`src/rtl/frame_buffer_scheduler.sv`:
```
// Triple-buffer scheduler: the writer always owns a free buffer, and the reader shows the newest completed frame.
// All state is registered on clk_100Mhz. Reset is asynchronous and active-low.
module frame_buffer_scheduler #(
    parameter logic [31:0] BASE_ADDR      = 32'h0100_0000,
    parameter logic [31:0] FRAME_STRIDE   = 32'h0010_0000,
    parameter int unsigned TIMEOUT_CYCLES = 5_000_000,
    parameter int          CNT_W          = 16
) (
    input  logic             clk_100Mhz,
    input  logic             sys_rst_n,
    input  logic             enable,
    input  logic             writer_done,
    input  logic             vsync_sync2,
    output logic [31:0]      w_base_addr,
    output logic [31:0]      r_base_addr,
    output logic             r_valid,
    output logic [1:0]       w_idx,
    output logic [1:0]       r_idx,
    output logic [CNT_W-1:0] drop_cnt,
    output logic [CNT_W-1:0] repeat_cnt,
    output logic             stall,
    output logic [1:0]       state
);

    localparam int              TMR_W   = $clog2(TIMEOUT_CYCLES + 1);
    localparam logic [TMR_W-1:0] TMR_MAX = TMR_W'(TIMEOUT_CYCLES);
    localparam logic [31:0]     ADDR0   = BASE_ADDR;
    localparam logic [31:0]     ADDR1   = BASE_ADDR + FRAME_STRIDE;
    localparam logic [31:0]     ADDR2   = BASE_ADDR + FRAME_STRIDE + FRAME_STRIDE;

    typedef enum logic [1:0] {
        S_IDLE  = 2'd0,
        S_PRIME = 2'd1,
        S_RUN   = 2'd2
    } state_t;

    state_t            state_q, state_d;
    logic [1:0]        w_idx_q, w_idx_d, r_idx_q, r_idx_d, ready_idx_q, ready_idx_d;
    logic              ready_valid_q, ready_valid_d, r_valid_q, r_valid_d;
    logic [CNT_W-1:0]  drop_q, drop_d, rep_q, rep_d;
    logic [TMR_W-1:0]  timer_q, timer_d;
    logic              stall_q, stall_d;
    logic              vs_prev_q, vs_edge;
    logic [31:0]       w_addr_q, r_addr_q;

    function automatic logic [31:0] idx_addr(input logic [1:0] i);
        case (i)
            2'd0:    return ADDR0;
            2'd1:    return ADDR1;
            default: return ADDR2;
        endcase
    endfunction

    // The three indices are always a permutation of 0..2, so the third buffer is 3 - a - b.
    function automatic logic [1:0] third_idx(input logic [1:0] a, input logic [1:0] b);
        return 2'd3 - a - b;
    endfunction

    assign vs_edge = vsync_sync2 & ~vs_prev_q;

    always_comb begin
        state_d       = state_q;
        w_idx_d       = w_idx_q;
        r_idx_d       = r_idx_q;
        ready_idx_d   = ready_idx_q;
        ready_valid_d = ready_valid_q;
        r_valid_d     = r_valid_q;
        drop_d        = drop_q;
        rep_d         = rep_q;
        timer_d       = timer_q;
        stall_d       = stall_q;
        case (state_q)
            S_PRIME, S_RUN: begin
                if (!enable) begin
                    state_d       = S_IDLE;
                    w_idx_d       = 2'd0;
                    r_idx_d       = 2'd2;
                    ready_valid_d = 1'b0;
                    r_valid_d     = 1'b0;
                    timer_d       = '0;
                    stall_d       = 1'b0;
                end else begin
                    if (writer_done) begin
                        timer_d = '0;
                        stall_d = 1'b0;
                    end else if (timer_q != TMR_MAX) begin
                        timer_d = timer_q + 1'b1;
                        if (timer_d == TMR_MAX) stall_d = 1'b1;
                    end
                    if (state_q == S_PRIME) begin
                        if (writer_done) begin
                            ready_idx_d   = w_idx_q;
                            ready_valid_d = 1'b1;
                            w_idx_d       = third_idx(w_idx_q, r_idx_q);
                            state_d       = S_RUN;
                        end
                    end else if (writer_done && vs_edge) begin
                        // Fresh frame goes straight to the reader; any pending ready frame is dropped.
                        r_idx_d       = w_idx_q;
                        w_idx_d       = third_idx(w_idx_q, r_idx_q);
                        ready_valid_d = 1'b0;
                        r_valid_d     = 1'b1;
                        if (ready_valid_q) drop_d = drop_q + 1'b1;
                    end else if (writer_done) begin
                        if (ready_valid_q) drop_d = drop_q + 1'b1;
                        ready_idx_d   = w_idx_q;
                        ready_valid_d = 1'b1;
                        w_idx_d       = third_idx(w_idx_q, r_idx_q);
                    end else if (vs_edge) begin
                        if (ready_valid_q) begin
                            r_idx_d       = ready_idx_q;
                            ready_valid_d = 1'b0;
                            r_valid_d     = 1'b1;
                        end else begin
                            rep_d = rep_q + 1'b1;
                        end
                    end
                end
            end
            default: begin
                w_idx_d       = 2'd0;
                r_idx_d       = 2'd2;
                ready_valid_d = 1'b0;
                r_valid_d     = 1'b0;
                timer_d       = '0;
                stall_d       = 1'b0;
                state_d       = enable ? S_PRIME : S_IDLE;
            end
        endcase
    end

    always_ff @(posedge clk_100Mhz or negedge sys_rst_n) begin
        if (!sys_rst_n) begin
            state_q       <= S_IDLE;
            w_idx_q       <= 2'd0;
            r_idx_q       <= 2'd2;
            ready_idx_q   <= 2'd1;
            ready_valid_q <= 1'b0;
            r_valid_q     <= 1'b0;
            drop_q        <= '0;
            rep_q         <= '0;
            timer_q       <= '0;
            stall_q       <= 1'b0;
            vs_prev_q     <= 1'b0;
            w_addr_q      <= ADDR0;
            r_addr_q      <= ADDR2;
        end else begin
            state_q       <= state_d;
            w_idx_q       <= w_idx_d;
            r_idx_q       <= r_idx_d;
            ready_idx_q   <= ready_idx_d;
            ready_valid_q <= ready_valid_d;
            r_valid_q     <= r_valid_d;
            drop_q        <= drop_d;
            rep_q         <= rep_d;
            timer_q       <= timer_d;
            stall_q       <= stall_d;
            vs_prev_q     <= vsync_sync2;
            w_addr_q      <= idx_addr(w_idx_d);
            r_addr_q      <= idx_addr(r_idx_d);
        end
    end

    // r_valid stays high from the first swap until IDLE: the reader's buffer then holds a complete frame.
    assign w_base_addr = w_addr_q;
    assign r_base_addr = r_addr_q;
    assign r_valid     = r_valid_q;
    assign w_idx       = w_idx_q;
    assign r_idx       = r_idx_q;
    assign drop_cnt    = drop_q;
    assign repeat_cnt  = rep_q;
    assign stall       = stall_q;
    assign state       = state_q;

endmodule

```
`config.mk`:
```
export PLATFORM = sky130hd
export DESIGN_NAME = frame_buffer_scheduler
export DESIGN_NICKNAME = d
export VERILOG_FILES = /design/src/rtl/frame_buffer_scheduler.sv
export SDC_FILE = /design/constraint.sdc
export NUM_CORES = 1
export LEC_CHECK = 0
export ABC_AREA = 0
export BUFFER_PORTS_ARGS = -buffer_cell sky130_fd_sc_hd__clkbuf_2
export CAP_MARGIN = 10
export CORE_ASPECT_RATIO = 2
export CORE_UTILIZATION = 45
export CTS_BUF_LIST = sky130_fd_sc_hd__clkbuf_8
export DETAILED_ROUTE_END_ITERATION = 8
export GPL_TIMING_DRIVEN = 0
export PLACE_DENSITY_LB_ADDON = 0.3
export SKIP_CTS_REPAIR_TIMING = 1
export SYNTH_ARGS = -nofsm -noshare
export SYNTH_HDL_FRONTEND = slang
export SYNTH_SLANG_ARGS = --single-unit
```
`constraint.sdc`:
```
create_clock -name clk_100Mhz -period 3.9 [get_ports clk_100Mhz]
set_input_delay 0.195 -clock clk_100Mhz [delete_from_list [all_inputs] [get_ports clk_100Mhz]]
set_output_delay 0.195 -clock clk_100Mhz [all_outputs]
set_load 0.02 [all_outputs]
```
==> out/summary.txt, run 1 <==
routed wire length per instance: 13.0 um
fill count: 781
die area: 0.00903 mm^2
clk_skew: 6.20 ps
core area: 0.00829 mm^2
ys async rst share: 100%
first-pass GRT wire length: 13000 um
Synth cell types: 47
Lkg Pwr: 2.37 nW
H-Tree Depth: 3
Hold Vio Cnt, Final: 0
Worst Max-Slew Pin Slew: 659 ps
critical path class: flip-flop to flip-flop
largest net degree at the start of global routing: 51
CP Capture Type: flip-flop
DRC Markers: 0
ys flop type: dfrtp_1
DP HPWL: 6240 um
Synth Register Bits: 71
aggregate global routing overflow: 0
syn_area_per_cell: 9.86 um^2
Synth Cell Area: 0.00388 mm^2
synthesis warning total: 0
EDFF count, synth: 0
count leader, synth: dfrtp_1
Vert. Die Dim: 133 um
post-synth top area cell: dfrtp_1
Initial Util: 46.8%
Root Buffer: clkbuf_8
ranking of synthesized cells by area: dfrtp_1 44%, buf_4 12%, xnor2_1 7.4%, xor2_1 5.0%, nor2_1 4.6%
largest stage delay on the critical path: 490 ps
Setup TNS: 0 ps
routed vias/inst: 4.74
metal2 WL: 4510 um
area of the multi-input gates: 0.00178 mm^2
PD cells: 323 mW/mm^2
Reg area: 0.00178 mm^2
Syn Inst Count: 394
Clk Latency, worst-skew pair: 340 ps
fin. max-slew vios: 0
dpl cells: 599
slowest CP cell: or3b_1
antenna violations before repair: 0
final WL: 8020 um
first-iteration detailed-routing DRC count: 54
input/output buffers: 48
worst vdd rail ir drop: 0.289 mV
Die X: 67.7 um
CTS tree: done
Worst Hold Class: primary input to flip-flop
Num CTS Buffers: 9
RSZ-0062 raised after global routing: no
Overall Global Routing Usage: 19.3%
Final period util: 67.6%
Worst path top cell family by delay: simple AND/OR/NAND/NOR gates
Slew Limit Headroom: 55.7%
outcome: completed
critical path cell sequence: inv_1, ha_1, or3b_1, nor3_4, nand4_1, nor2_1, nand4_1, xnor2_1
WP buf/inv: 1
Layout Cells excl Fill: 616
post-route ant nets: 0
CP required: 4120 ps
routed length on met1: 2840 um
vias in the first global route: 2760
clk sinks: 71
met3 WL: 399 um
Initial DRT Pass Iterations: 6
Final Util: 56.3%
total number of vias: 2921
post-synth top area share: 43.8%
I/O pins: 109
most used cell, CP: nand4_1
post-layout min period: 2640 ps
Worst-path clk slew: 70 ps
Syn-to-layout area delta: 20.3%
Top Metal Used: met4
Clock Tree Buf Depth: 2
CP Launch Type: flip-flop
nets: 526
layout cell share with drive strength beyond 1: 26.4%
ANT cells: 0
CP max FO: 7
Max Cap Violations: 0
num rows: 47
GPL Wtd Cong: 0.956
Synth top cells by count: 68 x dfrtp_1, 60 x buf_4, 48 x nor2_1
sequential area share after synthesis: 45.8%
Arr. time, crit path: 2860 ps
Setup violations, final: 0
achievable frequency: 379 MHz
==> cells in the final DEF, fill, tap and decap left out, types with 5 or more instances in the layout <==
| master | instances |
|---|---|
| dfrtp_1 | 68 |
| buf_4 | 60 |
| conb_1 | 60 |
| nor2_1 | 48 |
| clkbuf_2 | 47 |
| xnor2_1 | 33 |
| nand2_1 | 26 |
| xor2_1 | 22 |
| nand3_1 | 18 |
| inv_1 | 15 |
| nand4_1 | 15 |
| and3_1 | 9 |
| clkbuf_8 | 9 |
| a21oi_1 | 8 |
| ha_1 | 7 |
| clkbuf_1 | 6 |
| nor3_1 | 5 |
| nor4_1 | 5 |
==> kinds of logic (layout without fill, tap and decap cells) <==
group | count (synthesis) | count (layout) | synth area share [%]
mux | 7 | 7 | 1.93
buf+inv | 81 | 147 | 13.9
compound gates | 21 | 21 | 3.61
xor+xnor | 55 | 55 | 12.4
flops | 71 | 71 | 45.8
other cells | 2 | 60 | 0.193
simple gates | 150 | 150 | 19.9
fa+ha+maj | 7 | 7 | 2.26
==> final timing paths <==
check	slack (ps)	startpoint	cells after the start	end
setup reg to reg	1260	state[0]	8	repeat_cnt[12]
hold / removal	150	enable	2	ready_valid_q
max in group asynchronous	2970	sys_rst_n	3	ready_idx_q[0]
min in group asynchronous	310	sys_rst_n	2	drop_cnt[7]
setup / recovery	1260	state[0]	8	repeat_cnt[12]
hold reg to reg	480	repeat_cnt[15]	1	repeat_cnt[15]
==> where the power goes <==
part / leakage [nW] / internal (mW) / switching, mW / total, mW
logic: 1.31 / 0.0897 / 0.147 / 0.237
clock network: 0.0889 / 0.220 / 0.262 / 0.482
registers: 0.972 / 0.762 / 0.0265 / 0.789
==> metal layers <==
layer	track usage [%]	vias to the layer above
li1	-	1434
met1	19.8	1374
met2	34.3	97
met3	3.94	16
met4	11.0	0
met5	0	-
==> registers in the layout, indices dropped and copies added (netlist names) <==
name	count
timer_q	23
drop_cnt	16
repeat_cnt	16
r_base_addr	2
r_idx	2
ready_idx_q	2
state	2
w_base_addr	2
w_idx	2
r_valid	1
ready_valid_q	1
stall	1
vs_prev_q	1
==> per-stage QoR <==
stage | total power, mW | setup slack (ps) | hold WS, ps | instance area (um^2)
6_report | 1.51 | 1260 | 153 | 4670
5_1_grt | 1.58 | 1060 | 143 | 4670
4_1_cts | 1.52 | 1230 | -233 | 4650
3_5_place_dp | 1.04 | 1240 | 147 | 4490
3_3_place_gp | 1.03 | 1310 | 333 | 4460
2_1_floorplan | 0.974 | 1500 | -101 | 4100
==> layout make-up <==
cell class                 count  area share, %
buffer                        69           10.6
clock buffer                   9           2.65
clock inverter                 6          0.696
inverter                      12          0.964
multi-input combinational    300           38.1
sequential                    71           38.1
tap                           98           2.63
timing repair buffer          51           6.21
Power figures use the tool's default switching activity.
==> run 2: changes to the inputs <==
==> constraint.sdc (replaced) <==
create_clock -name clk_100Mhz -period 2.3 [get_ports clk_100Mhz]
set_input_delay 0.115 -clock clk_100Mhz [delete_from_list [all_inputs] [get_ports clk_100Mhz]]
set_output_delay 0.115 -clock clk_100Mhz [all_outputs]
set_load 0.02 [all_outputs]
==> run 2 against run 1 <==
The flow now finishes with violations (setup timing); utilization rose by 2.2 points; maximum frequency rose by 14%; flip-flop and latch count did not move; final cell count rose by 0.81%; setup slack got worse by 1300 ps; sequential power rose by 70%; critical endpoint is now stall; largest cell class unchanged.
==> out/summary.txt, run 2 (synthesis gave the netlist of run 1 again) <==
Worst Max-Slew Pin Slew: 520 ps
Setup violations, final: 1
CP max FO: 7
die area: 0.00903 mm^2
failing checks: setup timing
CTS tree: done
routed vias/inst: 4.79
Arr. time, crit path: 2580 ps
largest net degree at the start of global routing: 38
Stages on worst setup path: 7
Initial DRT Pass Iterations: 4
Clk Latency, worst-skew pair: 350 ps
antenna violations before repair: 0
commonest non-fill, non-tap cells in the layout: 66 x dfrtp_1, 65 x buf_4, 60 x conb_1, 47 x clkbuf_2, 44 x nor2_1
Die X: 67.7 um
routed wire length per instance: 12.8 um
commonest non-fill, non-tap cell in the layout: dfrtp_1
clk_skew: 6.38 ps
Max Cap Violations: 0
outcome: complete, but fails checks
first-iteration detailed-routing DRC count: 127
ANT cells: 0
worst reg-to-reg setup slack: -10 ps
CP required: 2570 ps
input/output buffers: 48
Layout Cells excl Fill: 621
pre-CTS setup slack: -213 ps
PD cells: 618 mW/mm^2
Final Util: 58.6%
Overall Global Routing Usage: 18.8%
overall power: 3.00 mW
Crit Reg-Reg Startpoint: timer_q[1]
DP HPWL: 6070 um
RSZ-0062 raised after global routing: yes
first-pass GRT wire length: 12800 um
core area: 0.00829 mm^2
vias in the first global route: 2772
Critical Path End: stall
RR Endpoint: stall
H-Tree Depth: 3
fin. max-slew vios: 0
CP Capture Type: flip-flop
Lkg Pwr: 2.44 nW
I/O pins: 109
critical path class: flip-flop to flip-flop
Hold Vio Cnt, Final: 0
Num CTS Buffers: 9
aggregate global routing overflow: 0
clk sinks: 71
achievable frequency: 432 MHz
Worst Hold Class: primary input to flip-flop
dpl cells: 599
Worst path top cell family by delay: simple AND/OR/NAND/NOR gates
WP buf/inv: 0
critical path cell sequence: ha_1, nand4_1, nor3_1, mux2i_1, nor4_1, nand4b_1, o22ai_1
final setup margin: -13.7 ps
Largest register FFs: 23
largest stage delay on the critical path: 460 ps
Root Buffer: clkbuf_8
num rows: 47
Syn-to-layout area delta: 25.0%
Reg2Reg Depth: 7
worst vdd rail ir drop: 0.368 mV
Largest Register: timer_q
Setup crit start: timer_q[1]
Worst-path clk slew: 80 ps
Setup TNS: -13.7 ps
layout cell share with drive strength beyond 1: 30.4%
Vert. Die Dim: 133 um
GPL Wtd Cong: 0.888
post-layout min period: 2310 ps
slowest CP cell: dfrtp_1
final WL: 7980 um
nets: 530
Clock Tree Buf Depth: 2
DRC Markers: 0
Initial Util: 46.8%
post-route ant nets: 0
Slew Limit Headroom: 65.3%
Final period util: 101%
total number of vias: 2975
CP Launch Type: flip-flop
-- run 2: worst register-to-register path, cell delays in order (launching register included) --
cell	delay (ps)
dfrtp_1	460
ha_1	320
nand4_1	180
nor3_1	410
mux2i_1	140
nor4_1	400
nand4b_1	180
o22ai_1	150
-- run 2: worst min path at each step --
| stage | from | to | slack (ps) | cells after the start |
|---|---|---|---|---|
| after floorplan | sys_rst_n | drop_cnt[0] | -180 | 0 |
| after global placement | vsync_sync2 | vs_prev_q | 260 | 1 |
| after detailed placement | sys_rst_n | timer_q[8] | 140 | 1 |
| after CTS | sys_rst_n | timer_q[8] | -240 | 1 |
| after global routing | enable | r_valid | 70 | 2 |
| final | enable | state[0] | 60 | 2 |
-- run 2: cell type report --
class,instances,area (um^2)
Buffer,67,487
Clock buffer,10,138
Clock inverter,6,115
Fill cell,729,3440
Inverter,12,45.0
Multi-Input combinational cell,300,1830
Sequential cell,71,1780
Tap cell,98,123
Timing Repair Buffer,57,332
-- run 2: layer usage --
| layer | global-route usage [%] | vias to the layer above | share of wire [%] |
|---|---|---|---|
| li1 | - | 1443 | - |
| met1 | 18.8 | 1410 | 36 |
| met2 | 34.3 | 99 | 56 |
| met3 | 4.11 | 23 | 5.0 |
| met4 | 9.46 | 0 | 3.8 |
| met5 | 0 | - | 0 |
-- run 2: per-stage QoR --
step,hold WS (ps),cell area (um^2)
CTS,-239,4760
global route,67.2,4860
floorplan,-181,4120
finish,63.4,4860
global placement,256,4480
detailed placement,141,4500
-- run 2: report_power, final --
part           internal, mW  switching, mW  leakage [nW]
Clock                 0.757          0.492         0.124
Sequential             1.29         0.0466         0.969
Combinational         0.161          0.250          1.35
Total                  2.21          0.789          2.44
==> run 3: changes to the inputs <==
--- a/config.mk
+++ b/config.mk
@@ -8,8 +8,10 @@
 export ABC_AREA = 0
 export BUFFER_PORTS_ARGS = -buffer_cell sky130_fd_sc_hd__clkbuf_2
 export CAP_MARGIN = 10
+export CELL_PAD_IN_SITES_DETAIL_PLACEMENT = 1
+export CELL_PAD_IN_SITES_GLOBAL_PLACEMENT = 1
 export CORE_ASPECT_RATIO = 2
-export CORE_UTILIZATION = 45
+export CORE_UTILIZATION = 37
 export CTS_BUF_LIST = sky130_fd_sc_hd__clkbuf_8
 export DETAILED_ROUTE_END_ITERATION = 8
 export GPL_TIMING_DRIVEN = 0
==> run 3 against run 2 <==
Combinational power is 2% higher; global-route usage fell by 0.73 points; the run still ends with setup timing left; die area grew 21%; hold slack got worse by 5.0 ps; clock power is essentially flat.
==> out/summary.txt, run 3 (synthesis gave the netlist of run 1 again) <==
routed vias/inst: 4.70
Sw Ratio: 26.4%
outcome: complete, but fails checks
RSZ-0062 raised after global routing: yes
worst reg-to-reg setup slack: -30 ps
CTS tree: done
PD cells: 602 mW/mm^2
input/output buffers: 48
pre-CTS setup slack: -305 ps
HP Start: enable
Layout Cells excl Fill: 659
DRC Markers: 0
commonest non-fill, non-tap cells in the layout: 68 x buf_4, 66 x dfrtp_1, 60 x conb_1, 47 x clkbuf_2, 44 x nor2_1
commonest non-fill, non-tap cell in the layout: buf_4
critical path cell sequence: inv_2, ha_4, or3b_4, nor3_4, buf_6, nand2_4, or3_4, nand2b_4, xnor2_2
CP max FO: 7
slowest CP cell: dfrtp_2
first-iteration detailed-routing DRC count: 104
Largest register FFs: 23
worst vdd rail ir drop: 0.280 mV
Vert. Die Dim: 147 um
fill count: 1239
Overall Global Routing Usage: 18.1%
RR Endpoint: repeat_cnt[13]
core area: 0.0101 mm^2
Die X: 74.4 um
hold path endpoint: ready_valid_q
WP buf/inv: 2
Worst Hold Class: primary input to flip-flop
Setup violations, final: 2
Arr. time, crit path: 2570 ps
critical path class: flip-flop to flip-flop
I/O pins: 109
Syn-to-layout area delta: 28.0%
H-Tree Depth: 3
final setup margin: -27.4 ps
final WL: 9630 um
ANT cells: 0
dpl cells: 636
Num CTS Buffers: 9
Clk Latency, worst-skew pair: 360 ps
CP required: 2540 ps
clk sinks: 71
achievable frequency: 430 MHz
post-layout min period: 2330 ps
Pint: 2.20 mW
Max Cap Violations: 0
Reg2Reg Depth: 9
hold path depth: 2
DP HPWL: 7160 um
Largest Register: timer_q
Hold Vio Cnt, Final: 0
first-pass GRT wire length: 15000 um
Clock Tree Buf Depth: 2
post-route ant nets: 0
Worst path top cell family by delay: simple AND/OR/NAND/NOR gates
share of power burned in the clock network: 41.2%
CP Launch Type: flip-flop
total number of vias: 3095
routed wire length per instance: 14.6 um
Crit Reg-Reg Startpoint: state[0]
combinational share of power: 14.0%
fin. max-slew vios: 0
Initial Util: 38.3%
Slew Limit Headroom: 59.7%
Lkg Pwr: 2.50 nW
GPL Wtd Cong: 0.845
vias in the first global route: 3157
largest net degree at the start of global routing: 56
sequential share of power: 44.8%
largest stage delay on the critical path: 450 ps
Psw: 0.789 mW
CP Capture Type: flip-flop
die area: 0.0109 mm^2
failing checks: setup timing
Final period util: 101%
antenna violations before repair: 0
Initial DRT Pass Iterations: 4
Worst Max-Slew Pin Slew: 605 ps
num rows: 52
Final Util: 49.0%
nets: 531
clk_skew: 8.55 ps
aggregate global routing overflow: 0
Worst-path clk slew: 70 ps
Root Buffer: clkbuf_8
overall power: 2.99 mW
layout cell share with drive strength beyond 1: 31.9%
## run 3: routing by layer
| layer | GRT usage, % | share of wire [%] | vias up |
|---|---|---|---|
| met3 | 4.60 | 4.6 | 22 |
| met4 | 8.02 | 3.2 | 0 |
| met2 | 34.7 | 58 | 102 |
| met1 | 16.8 | 34 | 1527 |
| li1 | - | - | 1444 |
| met5 | 0 | 0 | - |
## run 3: how the worst max path moves through the flow
stage / from / to / slack (ps) / cells after the start
global route: state[0] / repeat_cnt[13] / -110 / 9
floorplan: state[0] / repeat_cnt[13] / 10 / 8
finish: state[0] / repeat_cnt[13] / -30 / 9
CTS: state[1] / repeat_cnt[12] / -310 / 9
detailed placement: state[1] / repeat_cnt[12] / -300 / 9
global placement: state[0] / repeat_cnt[12] / -220 / 8
## run 3: through the flow
stage | hold slack [ps] | cell area [um^2] | TNS [ps]
floorplan | -181 | 4120 | 0
global placement | 260 | 4530 | -978
detailed placement | 43.9 | 4560 | -1690
CTS | -332 | 4800 | -2150
global route | 58.8 | 4970 | -375
finish | 58.3 | 4970 | -38.1
## run 3: worst reg2reg max path: stages, from the launching register on
cell and delay (ps):
dfrtp_2 450, inv_2 80, ha_4 210, or3b_4 430, nor3_4 130, buf_6 150
nand2_4 60, or3_4 430, nand2b_4 170, xnor2_2 120
## run 3: layout make-up
type	instances	area [um^2]	share of cell area, %
clock buffer	10	138	2.77
tap	135	169	3.40
clock inverter	6	108	2.17
inverter	12	45.0	0.906
timing repair buffer	60	362	7.28
sequential	71	1780	35.9
multi-input combinational	300	1900	38.1
buffer	65	470	9.47
## run 3: power groups by stage
stage	registers, mW	logic, mW	clock network (mW)
3_3_place_gp	1.36	0.395	0
2_1_floorplan	1.40	0.258	0
4_1_cts	1.34	0.411	1.25
6_report	1.34	0.420	1.23
5_1_grt	1.35	0.465	1.31
3_5_place_dp	1.36	0.410	0
